### src/rtl/frame_gen_pkg.sv
// Shared definitions for the frame timing source and the pattern generator:
// FSM state encoding and the default timing constants both instances use.
package frame_gen_pkg;

  typedef enum logic [2:0] {
    IDLE,
    FGAP,
    VPRE,
    HPRE,
    ACT,
    HPOST,
    LGAP,
    VPOST
  } state_t;

  localparam int DEF_DVAL_HIGH = 640;
  localparam int DEF_ROW_COUNT = 480;
  localparam int DEF_H_PRE     = 4;
  localparam int DEF_H_POST    = 4;
  localparam int DEF_LINE_GAP  = 16;
  localparam int DEF_V_PRE     = 8;
  localparam int DEF_V_POST    = 8;
  localparam int DEF_FRAME_GAP = 32;

  function automatic int max_of(input int a, input int b);
    return (a > b) ? a : b;
  endfunction

endpackage

### src/rtl/frame_timing_gen.sv
// Camera-link style frame timing source: fval/lval/dval levels plus the
// fval_posedge and lval_negedge strobes, pixel and line indices.
// Optional feature macro: FRAME_TIMING_STATS_EN (live completed-frame counter
// on frame_cnt; when undefined frame_cnt is tied to 0).
module frame_timing_gen
  import frame_gen_pkg::*;
#(
  parameter int DVAL_HIGH = DEF_DVAL_HIGH,
  parameter int ROW_COUNT = DEF_ROW_COUNT,
  parameter int H_PRE     = DEF_H_PRE,
  parameter int H_POST    = DEF_H_POST,
  parameter int LINE_GAP  = DEF_LINE_GAP,
  parameter int V_PRE     = DEF_V_PRE,
  parameter int V_POST    = DEF_V_POST,
  parameter int FRAME_GAP = DEF_FRAME_GAP
) (
  input  logic                               clk,
  input  logic                               rst_n,
  input  logic                               en,
  output logic                               fval,
  output logic                               lval,
  output logic                               dval,
  output logic                               fval_posedge,
  output logic                               lval_negedge,
  output logic [$clog2(DVAL_HIGH+1)-1:0]     pix_x,
  output logic [$clog2(ROW_COUNT+1)-1:0]     line_idx,
  output logic [15:0]                        frame_cnt
);

  localparam int PX_W    = $clog2(DVAL_HIGH + 1);
  localparam int LI_W    = $clog2(ROW_COUNT + 1);
  localparam int MAX_LEN = max_of(max_of(max_of(DVAL_HIGH, H_PRE), max_of(H_POST, LINE_GAP)),
                                  max_of(max_of(V_PRE, V_POST), FRAME_GAP));
  localparam int CNT_W   = $clog2(MAX_LEN + 1);

  localparam logic [LI_W-1:0] LAST_LINE = LI_W'(ROW_COUNT - 1);

  state_t           state;
  state_t           state_nxt;
  logic [CNT_W-1:0] cnt;
  logic [CNT_W-1:0] cnt_nxt;
  logic             last;

  // Next-state decode: cnt holds the cycles remaining in the current state,
  // and each state hands the next one its full duration on exit.
  always_comb begin
    state_nxt = state;
    cnt_nxt   = cnt - CNT_W'(1);
    last      = (cnt == CNT_W'(1));
    case (state)
      IDLE: begin
        cnt_nxt = cnt;
        if (en) begin
          state_nxt = FGAP;
          cnt_nxt   = CNT_W'(FRAME_GAP);
        end
      end
      FGAP: begin
        if (last) begin
          if (en) begin
            state_nxt = VPRE;
            cnt_nxt   = CNT_W'(V_PRE);
          end else begin
            state_nxt = IDLE;
            cnt_nxt   = '0;
          end
        end
      end
      VPRE: begin
        if (last) begin
          state_nxt = HPRE;
          cnt_nxt   = CNT_W'(H_PRE);
        end
      end
      HPRE: begin
        if (last) begin
          state_nxt = ACT;
          cnt_nxt   = CNT_W'(DVAL_HIGH);
        end
      end
      ACT: begin
        if (last) begin
          state_nxt = HPOST;
          cnt_nxt   = CNT_W'(H_POST);
        end
      end
      HPOST: begin
        if (last) begin
          if (line_idx < LAST_LINE) begin
            state_nxt = LGAP;
            cnt_nxt   = CNT_W'(LINE_GAP);
          end else begin
            state_nxt = VPOST;
            cnt_nxt   = CNT_W'(V_POST);
          end
        end
      end
      LGAP: begin
        if (last) begin
          state_nxt = HPRE;
          cnt_nxt   = CNT_W'(H_PRE);
        end
      end
      VPOST: begin
        if (last) begin
          state_nxt = FGAP;
          cnt_nxt   = CNT_W'(FRAME_GAP);
        end
      end
      default: begin
        state_nxt = IDLE;
        cnt_nxt   = '0;
      end
    endcase
  end

  // State and remaining-cycle counter.
  always_ff @(posedge clk or negedge rst_n) begin
    if (!rst_n) begin
      state <= IDLE;
      cnt   <= '0;
    end else begin
      state <= state_nxt;
      cnt   <= cnt_nxt;
    end
  end

  // Levels and strobes registered from the next state so they line up with the state they describe.
  always_ff @(posedge clk or negedge rst_n) begin
    if (!rst_n) begin
      fval         <= 1'b0;
      lval         <= 1'b0;
      dval         <= 1'b0;
      fval_posedge <= 1'b0;
      lval_negedge <= 1'b0;
    end else begin
      fval         <= (state_nxt inside {VPRE, HPRE, ACT, HPOST, LGAP, VPOST});
      lval         <= (state_nxt inside {HPRE, ACT, HPOST});
      dval         <= (state_nxt == ACT);
      fval_posedge <= (state_nxt == VPRE) && (state != VPRE);
      lval_negedge <= (state == HPOST) && (state_nxt != HPOST);
    end
  end

  // Pixel index counts through ACT; line index clears at frame start and steps when a new line begins.
  always_ff @(posedge clk or negedge rst_n) begin
    if (!rst_n) begin
      pix_x    <= '0;
      line_idx <= '0;
    end else begin
      pix_x <= ((state_nxt == ACT) && (state == ACT)) ? pix_x + 1'b1 : '0;
      if (state_nxt == VPRE) begin
        line_idx <= '0;
      end else if ((state == LGAP) && (state_nxt == HPRE)) begin
        line_idx <= line_idx + 1'b1;
      end
    end
  end

`ifdef FRAME_TIMING_STATS_EN
  logic [15:0] frame_cnt_q;

  // Completed-frame counter, bumped as VPOST hands over to the frame gap; wraps at 16 bits.
  always_ff @(posedge clk or negedge rst_n) begin
    if (!rst_n) begin
      frame_cnt_q <= '0;
    end else if ((state == VPOST) && (state_nxt == FGAP)) begin
      frame_cnt_q <= frame_cnt_q + 16'd1;
    end
  end

  assign frame_cnt = frame_cnt_q;
`else
  assign frame_cnt = 16'd0;
`endif

endmodule
### config.mk
export PLATFORM = sky130hd
export DESIGN_NAME = frame_timing_gen
export DESIGN_NICKNAME = d
export VERILOG_FILES = /design/src/rtl/frame_gen_pkg.sv /design/src/rtl/frame_timing_gen.sv
export SDC_FILE = /design/constraint.sdc
export NUM_CORES = 1
export LEC_CHECK = 0
export ABC_AREA = 1
export CAP_MARGIN = 20
export CORE_ASPECT_RATIO = 1.2
export CORE_MARGIN = 2
export CORE_UTILIZATION = 39
export CTS_CLUSTER_SIZE = 8
export DETAILED_ROUTE_END_ITERATION = 6
export PLACE_DENSITY = 0.76
export SKIP_LAST_GASP = 1
export SLEW_MARGIN = 0
export SYNTH_ARGS = -nofsm -noshare
export SYNTH_HDL_FRONTEND = slang
export SYNTH_SLANG_ARGS = --single-unit
### constraint.sdc
create_clock -name clk -period 1.54 [get_ports clk]
set_input_delay 0.308 -clock clk [delete_from_list [all_inputs] [get_ports clk]]
set_output_delay 0.308 -clock clk [all_outputs]
set_load 0.005 [all_outputs]
==> reports/results.ini <==
[sta]
worstMarginPinSlew_ns=0.6822
hold_viol=0
period_share=1.200
max_freq_mhz=541.2
maxSlewViolCount=0
finClkSkew_ns=0.007962
setup_viol=33
post-route-min-period_ns=1.848
setup_slack_ns=-0.3078
rsz0062_at_grt=yes
max_slew_margin=0.5417

[die]
rows=29
io-pin-count=43
die_x_um=72.52
core_um2=5370
initial_core_util=0.4091
die_h_um=86.22
die_area_um2=6252

[detailed_routing]
vias_per_cell=4.758
drt-pass1-iter-count=4
wl_per_cell_um=12.68
dr_total_vias=2008
drc=0
drt_iter0_drc=96
detail-route-antenna-nets=0
drt_wl_total_mm=5.352

[run_status]
status=finished with violations
failed_checks=setup timing

[synthesis]
ys_types=35
synth_edf_count=0
synthSimpleGateAreaFrac=0.3126
synth_area_leader_cell=dfrtp_1
syn_area_um2=2197
synth_most_common_cell=nand2_1
netlist.area_leader.share=0.4214
synth_xor_area_frac=0.04385
ys_async_sr_fraction=1.000
synthMuxAreaShare=0
synth.area.top_cells=dfrtp_1, nand2_1, buf_4
avgSynthCellArea_um2=8.168
synthTopCellsByCount=nand2_1, dfrtp_1, nor2_1
ys.flop_type=dfrtp_1
synth-adder-area-share=0.02278
synth.ff_latch_count=37
ys_seq_area_frac=0.4214
synthCells=269
synth_compound_area_frac=0.07175
yosysWarnings=0
synth_top_family_by_area=simple AND/OR/NAND/NOR gates

[global_route]
grt_pass1_wl_mm=8.756
grt-ovfl-total=0
antenna_found_initial=0
grt_pass1_vias=1957
grt_max_degree=23
grt_use_total=0.1785

[layout]
fin_util=0.5874
drive_gt1_frac=0.3444
area_growth_pct=43.57
nNetsFinal=366
n_antenna_cell=0

[worst_setup_path]
cp.arrival_ns=2.03
timing.rr.start=cnt[5]
path_class=register to register
endpoint_kind=register
critPathMaxFanout=8
start_kind=register
worst-r2r-cell-count=11
r2r-end=line_idx[7]
r2r_slack_ns=-0.31
crit_required_ns=1.73

[cts]
cts_buffers=5
root_buffer=clkbuf_8
htree_levels=2
cts_tree=yes
clk_transition_reported_paths_ns=0.08
clk_path_buf_depth=2
clock_sinks=37
insertion_delay_ns=0.30

[power_and_ir_drop]
vdd_drop_max_mv=0.6370
powerDensity_nw_per_um2=1428
power_uw=4505
p_leak_uw=0.001636

[min_path]
holdCritPathClass=primary input to asynchronous set/reset pin

[place]
dp_hpwl_mm=3.662
place_congestion=0.9382
pre_cts_slack_ns=-0.2160
io_buffers=26

[flow_run]
maxCapViolCount=0

worst max-delay path by stage:
stage,from,end,slack (ns),cells after the start
after CTS,cnt[1],pix_x[1],-0.20,13
after floorplan,cnt[1],pix_x[1],-0.06,13
after detailed placement,cnt[1],pix_x[1],-0.22,13
after global routing,cnt[5],line_idx[5],-0.43,11
after global placement,cnt[1],fval_posedge,-0.18,11
final,cnt[5],line_idx[7],-0.31,11
area by class of cell:
cell class | instances | area (µm²)
Fill cell | 461 | 2216
Multi-Input combinational cell | 195 | 1161
Sequential cell | 37 | 925.9
Timing Repair Buffer | 86 | 737.0
Inverter | 34 | 132.6
Clock buffer | 6 | 82.58
Tap cell | 62 | 77.57
Clock inverter | 2 | 37.54
metrics by stage:
step	setup TNS (ns)	hold WS (ns)	cell area (µm²)	cells
2_1_floorplan	-0.8971	0.01241	2280	284
3_3_place_gp	-3.455	0.2601	2853	403
3_5_place_dp	-4.414	0.2625	2853	403
4_1_cts	-4.364	0.4932	3038	416
5_1_grt	-10.96	0.5203	3154	422
6_report	-7.070	0.4823	3154	422
critical path, cell delays in order, from the launching register on:
cell and delay [ns]:
dfrtp_1 0.41, nor2_2 0.14, nand4_1 0.17, nor2_4 0.19
buf_6 0.14, nor2_1 0.06, nor2_2 0.13, nand2_4 0.09
nor2_4 0.17, nand2_4 0.12, nand2_1 0.08, nor2_1 0.04
sequential cells by signal, summed over array words and instances (netlist names):
signal        cells
fval              1
pix_x            10
lval_negedge      1
line_idx          9
state             3
lval              1
fval_posedge      1
dval              1
cnt              10
report_power, final:
group          switching [µW]  internal (µW)  total, µW  leakage, µW
clock network             367            527        893    0.0000574
logic                    1260           1080       2340      0.00108
registers                 122           1150       1280     0.000494
total                    1750           2760       4500      0.00164
layout by cell type (no fill, tap or decap), types with 2 or more instances in the layout:
cell / count
dfrtp_1: 37
buf_4: 53
clkdlybuf4s50_1: 14
xor2_1: 10
a21oi_1: 6
nand4_1: 4
dlymetal6s2s_1: 3
inv_2: 6
o22ai_1: 4
o21ai_1: 2
inv_1: 27
nor2_2: 17
nand2_1: 49
nor2_1: 28
conb_1: 16
nor2_4: 3
nor3_1: 4
ha_1: 3
a21oi_2: 2
buf_6: 5
nand2_2: 6
and3_1: 2
clkbuf_8: 6
dlygate4sd2_1: 8
nand3_4: 2
nand3_1: 7
nand2_4: 9
o21ai_0: 7
cells by family (layout without fill, tap and decap cells):
group | after synthesis | after routing
flops | 37 | 37
xor+xnor | 11 | 11
buf+inv | 53 | 128
simple gates | 136 | 137
compound gates | 27 | 27
fa+ha+maj | 4 | 4
other cells | 1 | 16
routing by layer:
metal / share of wire / GRT usage / vias up
li1: - / - / 999
met1: 0.42 / 0.2235 / 947
met2: 0.52 / 0.2994 / 52
met3: 0.039 / 0.03605 / 10
met4: 0.023 / 0.07407 / 0
met5: 0 / 0 / -
repair_timing:
item                       CTS  global route
setup endpoints to repair   42            40
buffers inserted             3             6
hold buffers                 1             0
resized for setup           16            23
gates cloned                 1             0
hold endpoints to repair    15             0
pin swaps                    1            17
Power figures use the tool's default switching activity.
